**config.mk**
```make
export PLATFORM = sky130hd
export DESIGN_NAME = td4_prog_loader_flat
export DESIGN_NICKNAME = d
export VERILOG_FILES = /design/src/rtl/td4_prog_loader_if.sv /design/src/rtl/td4_prog_loader.sv /design/src/flat_wrapper.sv
export SDC_FILE = /design/constraint.sdc
export NUM_CORES = 1
export LEC_CHECK = 0
export CORE_MARGIN = 2
export CORE_UTILIZATION = 60
export CTS_CLUSTER_DIAMETER = 80
export DETAILED_ROUTE_END_ITERATION = 8
export GPL_TIMING_DRIVEN = 1
export HOLD_SLACK_MARGIN = 0.02
export PLACE_DENSITY = 0.79
export SYNTH_ARGS = -nofsm -noshare
export SYNTH_HDL_FRONTEND = slang
export SYNTH_SLANG_ARGS = --single-unit
```
**constraint.sdc**
```tcl
create_clock -name clk -period 2.9 [get_ports clk]
set_input_delay 0.29 -clock clk [delete_from_list [all_inputs] [get_ports clk]]
set_output_delay 0.29 -clock clk [all_outputs]
set_load 0.01 [all_outputs]
```
**src/rtl/td4_prog_loader_if.sv**
```systemverilog
// -----------------------------------------------------------------------------
// td4_prog_loader_if
//
// Purpose: bundles the signals between the program loader, the byte source
// that feeds it, and the TD4 CPU core it holds in reset.
//
// Signals:
//   ld_start   load request; begins or restarts a program load
//   ld_valid   loader byte valid
//   ld_data    loader byte (opcode[7:4], immediate[3:0])
//   ld_ready   loader accepts a byte this cycle
//   addr_rom   program address from the CPU core
//   data_rom   instruction word returned to the CPU core
//   cpu_clr_n  active-low reset to the CPU core
//   ld_done    a valid program is loaded and the CPU is running
//   ld_err     checksum failure flag
//
// Modports:
//   master  byte source / CPU side (drives requests, bytes and addresses)
//   slave   the loader itself
//
// Handshake: a byte transfers on a rising clk edge where ld_valid and
// ld_ready are both 1 and ld_start is 0. ld_ready does not depend on
// ld_valid; ld_start always wins and the byte offered in that cycle is
// dropped.
// -----------------------------------------------------------------------------
interface td4_prog_loader_if;
    logic       ld_start;
    logic       ld_valid;
    logic [7:0] ld_data;
    logic       ld_ready;
    logic [3:0] addr_rom;
    logic [7:0] data_rom;
    logic       cpu_clr_n;
    logic       ld_done;
    logic       ld_err;

    modport master (
        output ld_start,
        output ld_valid,
        output ld_data,
        output addr_rom,
        input  ld_ready,
        input  data_rom,
        input  cpu_clr_n,
        input  ld_done,
        input  ld_err
    );

    modport slave (
        input  ld_start,
        input  ld_valid,
        input  ld_data,
        input  addr_rom,
        output ld_ready,
        output data_rom,
        output cpu_clr_n,
        output ld_done,
        output ld_err
    );
endinterface

```
**src/rtl/td4_prog_loader.sv**
```systemverilog
// -----------------------------------------------------------------------------
// td4_prog_loader
//
// Purpose: receives a 16-byte program over a valid/ready byte stream, stores
// it in a 16 x 8 program memory that the TD4 core reads combinationally, and
// holds the core in reset until the load completes plus RELEASE_DELAY cycles.
//
// Optional feature (macro TD4_PROG_CHECKSUM_EN):
//   defined   - after the 16 program bytes one extra checksum byte is accepted
//               (not stored); the 8-bit sum of all 17 bytes must be 8'h00,
//               otherwise the block parks in ERROR with ld_err=1.
//   undefined - a load is exactly 16 bytes, ld_err is constant 0.
//
// Parameters:
//   RELEASE_DELAY  cycles cpu_clr_n stays low after the last byte (1..15)
//
// Ports:
//   clk          system clock, rising edge
//   clr_n        asynchronous active-low reset
//   bus          td4_prog_loader_if.slave (loader stream + ROM port + status)
//   dbg_state_o  current FSM state encoding, for observation only
//
// Handshake: a byte transfers on a rising clk edge where ld_valid and
// ld_ready are both 1 and ld_start is 0. ld_ready is registered and does not
// depend on ld_valid; ld_start has priority and drops a simultaneous byte.
// -----------------------------------------------------------------------------
module td4_prog_loader #(
    parameter int unsigned RELEASE_DELAY = 3
) (
    input  logic                clk,
    input  logic                clr_n,
    td4_prog_loader_if.slave    bus,
    output logic [2:0]          dbg_state_o
);

    typedef enum logic [2:0] {
        ST_IDLE    = 3'd0,
        ST_LOAD    = 3'd1,
        ST_RELEASE = 3'd2,
        ST_RUN     = 3'd3
`ifdef TD4_PROG_CHECKSUM_EN
        ,
        ST_CHECK   = 3'd4,
        ST_ERROR   = 3'd5
`endif
    } state_e;

    localparam logic [3:0] DELAY_INIT = 4'(RELEASE_DELAY);

    state_e     state_q;
    logic [3:0] wp_q;
    logic [3:0] cnt_q;
    logic [7:0] mem_q [16];
    logic       cpu_clr_n_q;
    logic       ld_ready_q;
    logic       ld_done_q;

    logic       accept;
    logic [3:0] wp_d;
    logic [3:0] cnt_d;

`ifdef TD4_PROG_CHECKSUM_EN
    logic [7:0] acc_q;
    logic [7:0] acc_d;
    logic       ld_err_q;
`endif

    // A byte is taken only while ld_ready is up and no restart is requested.
    always_comb begin
        accept = bus.ld_valid && ld_ready_q && !bus.ld_start;
        wp_d   = wp_q + 4'd1;
        cnt_d  = cnt_q - 4'd1;
`ifdef TD4_PROG_CHECKSUM_EN
        acc_d  = acc_q + bus.ld_data;
`endif
    end

    always_ff @(posedge clk or negedge clr_n) begin
        if (!clr_n) begin
            state_q     <= ST_IDLE;
            wp_q        <= 4'd0;
            cnt_q       <= 4'd0;
            cpu_clr_n_q <= 1'b0;
            ld_ready_q  <= 1'b0;
            ld_done_q   <= 1'b0;
            for (int i = 0; i < 16; i++) begin
                mem_q[i] <= 8'h00;
            end
`ifdef TD4_PROG_CHECKSUM_EN
            acc_q       <= 8'h00;
            ld_err_q    <= 1'b0;
`endif
        end else if (bus.ld_start) begin
            // Restart from any state: the core goes back into reset and the
            // write pointer rewinds so no byte of an earlier load survives
            // past the ones the new load overwrites.
            state_q     <= ST_LOAD;
            wp_q        <= 4'd0;
            cnt_q       <= 4'd0;
            cpu_clr_n_q <= 1'b0;
            ld_ready_q  <= 1'b1;
            ld_done_q   <= 1'b0;
`ifdef TD4_PROG_CHECKSUM_EN
            acc_q       <= 8'h00;
            ld_err_q    <= 1'b0;
`endif
        end else begin
            case (state_q)
                ST_IDLE: begin
                    cpu_clr_n_q <= 1'b0;
                    ld_ready_q  <= 1'b0;
                    ld_done_q   <= 1'b0;
                end

                ST_LOAD: begin
                    if (accept) begin
                        mem_q[wp_q] <= bus.ld_data;
                        wp_q        <= wp_d;
`ifdef TD4_PROG_CHECKSUM_EN
                        acc_q       <= acc_d;
`endif
                        // The 16th byte leaves LOAD, so the pointer wrapping
                        // to 0 here can never produce a 17th write.
                        if (wp_q == 4'd15) begin
`ifdef TD4_PROG_CHECKSUM_EN
                            state_q    <= ST_CHECK;
                            ld_ready_q <= 1'b1;
`else
                            state_q    <= ST_RELEASE;
                            ld_ready_q <= 1'b0;
                            cnt_q      <= DELAY_INIT;
`endif
                        end
                    end
                end

`ifdef TD4_PROG_CHECKSUM_EN
                ST_CHECK: begin
                    // Checksum byte is summed but not stored.
                    if (accept) begin
                        acc_q      <= acc_d;
                        ld_ready_q <= 1'b0;
                        if (acc_d == 8'h00) begin
                            state_q <= ST_RELEASE;
                            cnt_q   <= DELAY_INIT;
                        end else begin
                            state_q  <= ST_ERROR;
                            ld_err_q <= 1'b1;
                        end
                    end
                end

                ST_ERROR: begin
                    cpu_clr_n_q <= 1'b0;
                    ld_ready_q  <= 1'b0;
                    ld_done_q   <= 1'b0;
                    ld_err_q    <= 1'b1;
                end
`endif

                ST_RELEASE: begin
                    // cnt_q == 1 is the last low cycle; cpu_clr_n rises on the
                    // same edge that enters RUN, straight from this flop.
                    if (cnt_q == 4'd1) begin
                        state_q     <= ST_RUN;
                        cnt_q       <= 4'd0;
                        cpu_clr_n_q <= 1'b1;
                        ld_done_q   <= 1'b1;
                    end else begin
                        cnt_q <= cnt_d;
                    end
                end

                ST_RUN: begin
                    cpu_clr_n_q <= 1'b1;
                    ld_done_q   <= 1'b1;
                    ld_ready_q  <= 1'b0;
                end

                default: begin
                    state_q     <= ST_IDLE;
                    cpu_clr_n_q <= 1'b0;
                    ld_ready_q  <= 1'b0;
                    ld_done_q   <= 1'b0;
                end
            endcase
        end
    end

    // Program memory read is combinational so the core sees its instruction
    // in the same cycle it presents the address.
    assign bus.data_rom  = mem_q[bus.addr_rom];
    assign bus.cpu_clr_n = cpu_clr_n_q;
    assign bus.ld_ready  = ld_ready_q;
    assign bus.ld_done   = ld_done_q;
`ifdef TD4_PROG_CHECKSUM_EN
    assign bus.ld_err    = ld_err_q;
`else
    assign bus.ld_err    = 1'b0;
`endif
    assign dbg_state_o   = state_q;

endmodule

```
**src/flat_wrapper.sv**
```systemverilog
// flat-port wrapper written by rule: the top's interface ports become plain ports
module td4_prog_loader_flat 
#(
    parameter int unsigned RELEASE_DELAY = 3
)
  (clk, clr_n, dbg_state_o, bus_ld_start, bus_ld_valid, bus_ld_data, bus_addr_rom, bus_ld_ready, bus_data_rom, bus_cpu_clr_n, bus_ld_done, bus_ld_err);
  td4_prog_loader_if bus_i ();
  input  logic clk;
  input  logic clr_n;
  output logic [2:0] dbg_state_o;
  input wire logic [$bits(bus_i.ld_start)-1:0] bus_ld_start;
  input wire logic [$bits(bus_i.ld_valid)-1:0] bus_ld_valid;
  input wire logic [$bits(bus_i.ld_data)-1:0] bus_ld_data;
  input wire logic [$bits(bus_i.addr_rom)-1:0] bus_addr_rom;
  output wire logic [$bits(bus_i.ld_ready)-1:0] bus_ld_ready;
  output wire logic [$bits(bus_i.data_rom)-1:0] bus_data_rom;
  output wire logic [$bits(bus_i.cpu_clr_n)-1:0] bus_cpu_clr_n;
  output wire logic [$bits(bus_i.ld_done)-1:0] bus_ld_done;
  output wire logic [$bits(bus_i.ld_err)-1:0] bus_ld_err;
  assign bus_i.ld_start = bus_ld_start;
  assign bus_i.ld_valid = bus_ld_valid;
  assign bus_i.ld_data = bus_ld_data;
  assign bus_i.addr_rom = bus_addr_rom;
  assign bus_ld_ready = bus_i.ld_ready;
  assign bus_data_rom = bus_i.data_rom;
  assign bus_cpu_clr_n = bus_i.cpu_clr_n;
  assign bus_ld_done = bus_i.ld_done;
  assign bus_ld_err = bus_i.ld_err;
  td4_prog_loader #(.RELEASE_DELAY(RELEASE_DELAY)) u_core (.clk(clk), .clr_n(clr_n), .bus(bus_i), .dbg_state_o(dbg_state_o));
endmodule
```
==> qor.txt, run 1 <==
status - finished clean
Post-Route Skew - 0.00435 ns
worst slew pin tran - 0.782 ns
die height - 110 µm
CTS buffer count - 17
CTS tree - done
Data arrival, critical path - 2.23 ns
DR vias/cell - 6.18
CP max stage delay - 0.63 ns
Post-CTS Setup Bufs - 0
FMAX - 396 MHz
number of H-tree levels - 4
hpwl dp - 8870 µm
Power Density - 678 nW/µm²
Setup crit end kind - output pin
CP max stage cell - nor2_1
clock tree buffer depth - 2
mean post-synth cell area - 14.9 µm²
final net count - 503
row cnt - 38
CP Data Required Time - 2.61 ns
Synth Cell Area - 6780 µm²
Worst setup startpoint - bus_addr_rom[2]
GRT Total Usage - 0.261
initial antenna violation count - 0
drt pass-1 iters - 5
final count of hold timing violations - 0
crit path launch type - input pin
max-slew violation count - 0
worst setup margin - 0.375 ns
Post-synth top flop - dfrtp_1
CP top delay family - buffers and inverters
Wirelength per Cell - 22.5 µm
CTS Sinks - 140
footprint of the multi-input gates - 3000 µm²
synthesized flop and latch total - 140
final core occ - 0.702
largest net degree at the start of global routing - 63
Max transition margin - 0.477
setup violators final - 0
Max IR drop VDD - 0.574 mV
first-pass GRT wire length - 22500 µm
synth warn - 0
Iteration-0 DRC Markers - 311
DRC - 0
setup TNS - 0 ns
Hold Path Class - input pin to async pin
register area - 3500 µm²
# IOs - 31
most common cell after layout, fill and taps aside - dfrtp_1
GPL Wtd Cong - 0.758
final period utilization - 0.871
aggregate global routing overflow - 0
layout cells sized above 1 - 0.440
vias in the first global route - 4133
CP Buf/Inv Count - 2
Hold Buf Count CTS - 1
synth-to-layout area growth - 13.3%
launching point of the worst reg2reg path - u_core.dbg_state_o[1]$_DFFE_PN0P_
Yosys top cell by area - dfrtp_1
# fillers - 719
dpl ws - 0.413 ns
Seq/Total Area, Yosys - 0.517
post-CTS resize count - 0
most frequent cells in the layout - dfrtp_1 (140), mux2_2 (128), mux4_2 (32)
synth top area cells - dfrtp_1 (52%), mux2_2 (21%), mux4_2 (11%)
die width - 110 µm
async set-reset flop share out of synthesis - 1.00
Routed Antenna Nets - 0
CTS clk-pin slew, worst paths - 0.05 ns
# diodes - 0
number of port buffers - 28
CP Class - input pin to output pin
Yosys top cell area share - 0.517
clk root buf - clkbuf_16
max cap viols - 0
critical path's most frequent cell - clkdlybuf4s50_1
Period minus WS final - 2.52 ns
core area - 10900 µm²
CP Max Fanout - 8
die area - 12200 µm²
Post-synth EDFFs - 0
count of cell types in the netlist - 40
Leak - 0.00378 µW
cell breakdown of the critical path - clkdlybuf4s50_1 > nor2_1 > a22oi_1 > nand2_1 > clkdlybuf4s50_1
RSZ-0062 raised after global routing - no
Post-Synthesis Cells - 454
Initial Util - 0.620
Routed WL - 14200 µm
worst skew pair latency - 0.41 ns
vias post-DR - 3899
-- cells in the mapped netlist, types with 2 or more instances --
cell type,n
nand2_4,12
nor3_1,5
nand3_4,4
a21oi_1,6
buf_2,4
buf_4,3
dlygate4sd3_1,8
inv_1,8
buf_6,5
nand3_1,4
o21ai_0,5
buf_1,2
xor2_1,3
nand2_1,14
dfrtp_1,140
a22oi_1,16
nor2b_1,5
ha_1,9
nor2_1,10
and3_1,5
clkbuf_1,8
mux2_2,128
clkbuf_8,2
mux4_2,32
-- per-layer routing --
layer  track usage  vias up  routed length (µm)
met5             0        -                   0
met2         0.435       93                7280
met3        0.0694       23                 769
met4        0.0786        0                 253
li1              -     1727                   -
met1         0.340     2056                5920
-- path summary, 6_finish.rpt --
check	cells past startpoint	slack (ns)	end
setup / recovery	5	0.38	bus_data_rom[6]
hold / removal	2	0.36	u_core.mem_q[25]$_DFFE_PN0P_
setup reg to reg	6	0.54	u_core.mem_q[21]$_DFFE_PN0P_
hold reg to reg	1	0.50	u_core.mem_q[15]$_DFFE_PN0P_
max in group asynchronous	3	1.71	u_core.mem_q[81]$_DFFE_PN0P_
min in group clk	1	0.50	u_core.mem_q[15]$_DFFE_PN0P_
-- sequential cells by signal, summed over array words and instances (netlist names) --
| signal | count |
|---|---|
| u_core.cnt_q | 4 |
| u_core.mem_q | 128 |
| u_core.wp_q | 4 |
| u_core.bus.cpu_clr_n | 1 |
| u_core.bus.ld_ready | 1 |
| u_core.dbg_state_o | 2 |
-- logic make-up after synthesis --
group                    count (synthesis)  synth area share
AND/OR/NAND/NOR                         69            0.0700
buffers and inverters                   40            0.0404
multiplexers                           160             0.319
other                                    1          0.000553
AO/OA/AOI/OAI                           31            0.0312
XOR/XNOR                                 4           0.00517
adder cells (fa/ha/maj)                  9            0.0166
flip-flops                             140             0.517
-- where the power goes --
part	leakage, µW	internal, µW	total (µW)	switching (µW)
Clock	0.000290	1380	2150	777
Combinational	0.00158	405	789	384
Sequential	0.00191	2140	2270	122
-- area by class of cell --
type	count	area share
Inverter	8	0.00391
Sequential cell	140	0.456
Clock inverter	6	0.0108
Multi-Input combinational cell	275	0.391
Timing Repair Buffer	36	0.0490
Clock buffer	26	0.0663
Tap cell	140	0.0228
-- metrics by stage --
step	instances	total power, µW	hold slack (ns)	instance area [µm²]
after floorplan	455	2820	-0.00559	6780
after global placement	598	3040	0.230	7080
after detailed placement	598	3080	0.235	7080
after CTS	631	5240	0.365	7680
after global routing	631	5420	0.412	7680
final	631	5210	0.357	7680
No activity file was read; power rests on OpenSTA's default activity.
==> run 2, diff against run 1 <==
--- a/config.mk
+++ b/config.mk
@@ -12,6 +12,7 @@
 export GPL_TIMING_DRIVEN = 1
 export HOLD_SLACK_MARGIN = 0.02
 export PLACE_DENSITY = 0.79
+export SKIP_LAST_GASP = 1
 export SYNTH_ARGS = -nofsm -noshare
 export SYNTH_HDL_FRONTEND = slang
 export SYNTH_SLANG_ARGS = --single-unit
==> results of run 2 <==
Same layout as run 1: the final DEF is identical, and so are final timing and power.
==> run 3, diff against run 2 <==
--- a/config.mk
+++ b/config.mk
@@ -5,6 +5,7 @@
 export SDC_FILE = /design/constraint.sdc
 export NUM_CORES = 1
 export LEC_CHECK = 0
+export CAP_MARGIN = 0
 export CORE_MARGIN = 2
 export CORE_UTILIZATION = 60
 export CTS_CLUSTER_DIAMETER = 80
@@ -12,6 +13,7 @@
 export GPL_TIMING_DRIVEN = 1
 export HOLD_SLACK_MARGIN = 0.02
 export PLACE_DENSITY = 0.79
+export REMOVE_ABC_BUFFERS = 1
 export SKIP_LAST_GASP = 1
 export SYNTH_ARGS = -nofsm -noshare
 export SYNTH_HDL_FRONTEND = slang
==> run 3 against run 2 <==
Sequential share of layout area shrank 0.31 points. Combinational power about the same. Largest power group is now clock. Routed wire length fell by 3.2%. Critical path depth up 1. Via count down 0.67%. Clock skew is 0.0028 ns higher. Setup slack lost 0.038 ns. Clock power grew 8%. Core utilization up 0.48 points. Cell count increased by 0.63%.
==> qor.txt, run 3 (synthesis results as in run 1) <==
status - finished clean
cell breakdown of the critical path - clkdlybuf4s50_1 > buf_4 > mux4_2 > a22oi_1 > nand2_1 > clkdlybuf4s50_1
vias post-DR - 3873 (-0.67%)
max-slew violation count - 0 (unchanged)
GPL Wtd Cong - 0.787 (+3.7%)
Power Density - 696 nW/µm² (+2.6%)
initial antenna violation count - 0 (unchanged)
Max transition margin - 0.410 (-0.0664)
Routed WL - 13800 µm (-3.2%)
final period utilization - 0.884 (+0.0130)
max cap viols - 0 (unchanged)
number of port buffers - 28 (unchanged)
Post-CTS Setup Bufs - 0 (unchanged)
final count of hold timing violations - 0 (unchanged)
largest reg by FF count - u_core.mem_q
Setup crit end kind - output pin
most frequent cells in the layout - dfrtp_1 (140), mux2_2 (128), mux4_2 (32)
die area - 12200 µm² (unchanged)
CP Class - input pin to output pin
first-pass GRT wire length - 22300 µm (-0.95%)
CP Data Required Time - 2.61 ns (about the same)
# fillers - 747 (+3.9%)
core area - 10900 µm² (unchanged)
synth-to-layout area growth - 14.1%
FMAX - 390 MHz (-1.5%)
launching point of the worst reg2reg path - u_core.dbg_state_o[1]$_DFFE_PN0P_
setup violators final - 0 (unchanged)
DRC - 0 (unchanged)
aggregate global routing overflow - 0 (unchanged)
GRT Total Usage - 0.253 (-0.00830)
Finished Layout Cells - 635 (+0.63%)
Wirelength per Cell - 21.7 µm (-3.8%)
CTS clk-pin slew, worst paths - 0.05 ns (about the same)
Period minus WS final - 2.56 ns (+0.0376 ns)
number of H-tree levels - 4 (unchanged)
Post-Route Skew - 0.00713 ns (+0.00277 ns)
worst skew pair latency - 0.42 ns (about the same)
worst slew pin tran - 0.885 ns (+0.102 ns)
clk root buf - clkbuf_16
Worst setup startpoint - bus_addr_rom[1]
die height - 110 µm (unchanged)
Leak - 0.00382 µW (+0.93%)
CP max stage cell - clkdlybuf4s50_1
largest net degree at the start of global routing - 99 (+57%)
Initial Util - 0.620 (unchanged)
layout cells sized above 1 - 0.444 (+0.00453)
most common cell after layout, fill and taps aside - dfrtp_1
Max IR drop VDD - 0.385 mV (-33%)
vias in the first global route - 4237 (+2.5%)
# IOs - 31 (unchanged)
die width - 110 µm (unchanged)
CP max stage delay - 0.49 ns (-0.14 ns)
final net count - 507 (+0.80%)
row cnt - 38 (unchanged)
CP Max Fanout - 21 (+13)
CTS buffer count - 17 (unchanged)
crit path launch type - input pin
Largest register FFs - 128 (unchanged)
DR vias/cell - 6.10 (-1.3%)
CTS Sinks - 140 (unchanged)
Routed Antenna Nets - 0 (unchanged)
Hold Path Class - flop to flop
hpwl dp - 9070 µm (+2.2%)
Hold Startpoint - u_core.mem_q[9]$_DFFE_PN0P_
Iteration-0 DRC Markers - 295 (-5.1%)
dpl cells - 602 (+0.67%)
RSZ-0062 raised after global routing - no
CTS tree - done
top flop regs - u_core.mem_q: 128 flops, u_core.cnt_q: 4 flops, u_core.wp_q: 4 flops
clock tree buffer depth - 2 (unchanged)
drt pass-1 iters - 4 (-1)
# diodes - 0 (unchanged)
Data arrival, critical path - 2.27 ns (+0.04 ns)
Pwr Total - 5380 µW (+3.3%)
critical path's most frequent cell - clkdlybuf4s50_1
setup TNS - 0 ns (unchanged)
-- run 3: area by class of cell --
cell class | instances | area, µm² | area share
clock buffer | 26 | 509 | 0.0659
tap | 140 | 175 | 0.0227
inverter | 8 | 30.0 | 0.00388
sequential | 140 | 3500 | 0.453
multi-input combinational | 275 | 3000 | 0.388
clock inverter | 6 | 130 | 0.0168
timing repair buffer | 40 | 382 | 0.0494
-- run 3: where the power goes --
| part | internal, µW | switching [µW] | leakage [µW] | total (µW) |
|---|---|---|---|---|
| clock network | 1550 | 775 | 0.000315 | 2330 |
| logic | 404 | 387 | 0.00159 | 791 |
| registers | 2140 | 120 | 0.00191 | 2260 |
| total | 4100 | 1280 | 0.00382 | 5380 |
-- run 3: metrics by stage --
step	cell area (µm²)	util	setup WS [ns]	hold slack, ns
final	7730	0.707	0.338	0.501
after detailed placement	7080	0.648	0.338	0.441
after floorplan	6540	-	0.882	-0.00559
after global placement	7080	0.648	0.358	0.433
after CTS	7730	0.707	0.332	0.499
after global routing	7730	0.707	0.248	0.516
-- run 3: worst paths after layout --
| kind | slack [ns] | cells after the start | endpoint |
|---|---|---|---|
| setup / recovery | 0.34 | 6 | bus_data_rom[1] |
| hold / removal | 0.50 | 1 | u_core.mem_q[9]$_DFFE_PN0P_ |
| setup reg to reg | 0.45 | 6 | u_core.mem_q[19]$_DFFE_PN0P_ |
| hold reg to reg | 0.50 | 1 | u_core.mem_q[9]$_DFFE_PN0P_ |
| max in group asynchronous | 1.53 | 3 | u_core.mem_q[98]$_DFFE_PN0P_ |
| min in group asynchronous | 0.53 | 2 | u_core.cnt_q[3]$_DFFE_PN0P_ |
-- run 3: worst max-delay path, delay by kind of cell --
kind / cells / cell delay, ns
buffers and inverters: 3 / 1.27
muxes: 1 / 0.35
AOI/OAI and AO/OA: 1 / 0.24
and+or+nand+nor: 1 / 0.12
-- run 3: timing repair --
action | in CTS | in global routing
endpoints found under the hold margin | 39 | 0
hold buffers | 1 | 0
resized for setup | 0 | 0
-- run 3: per-layer routing --
| layer | track usage | share of wire | vias to the layer above |
|---|---|---|---|
| li1 | - | - | 1723 |
| met1 | 0.326 | 0.43 | 2051 |
| met2 | 0.426 | 0.52 | 75 |
| met3 | 0.0464 | 0.028 | 24 |
| met4 | 0.102 | 0.023 | 0 |
| met5 | 0 | 0 | - |
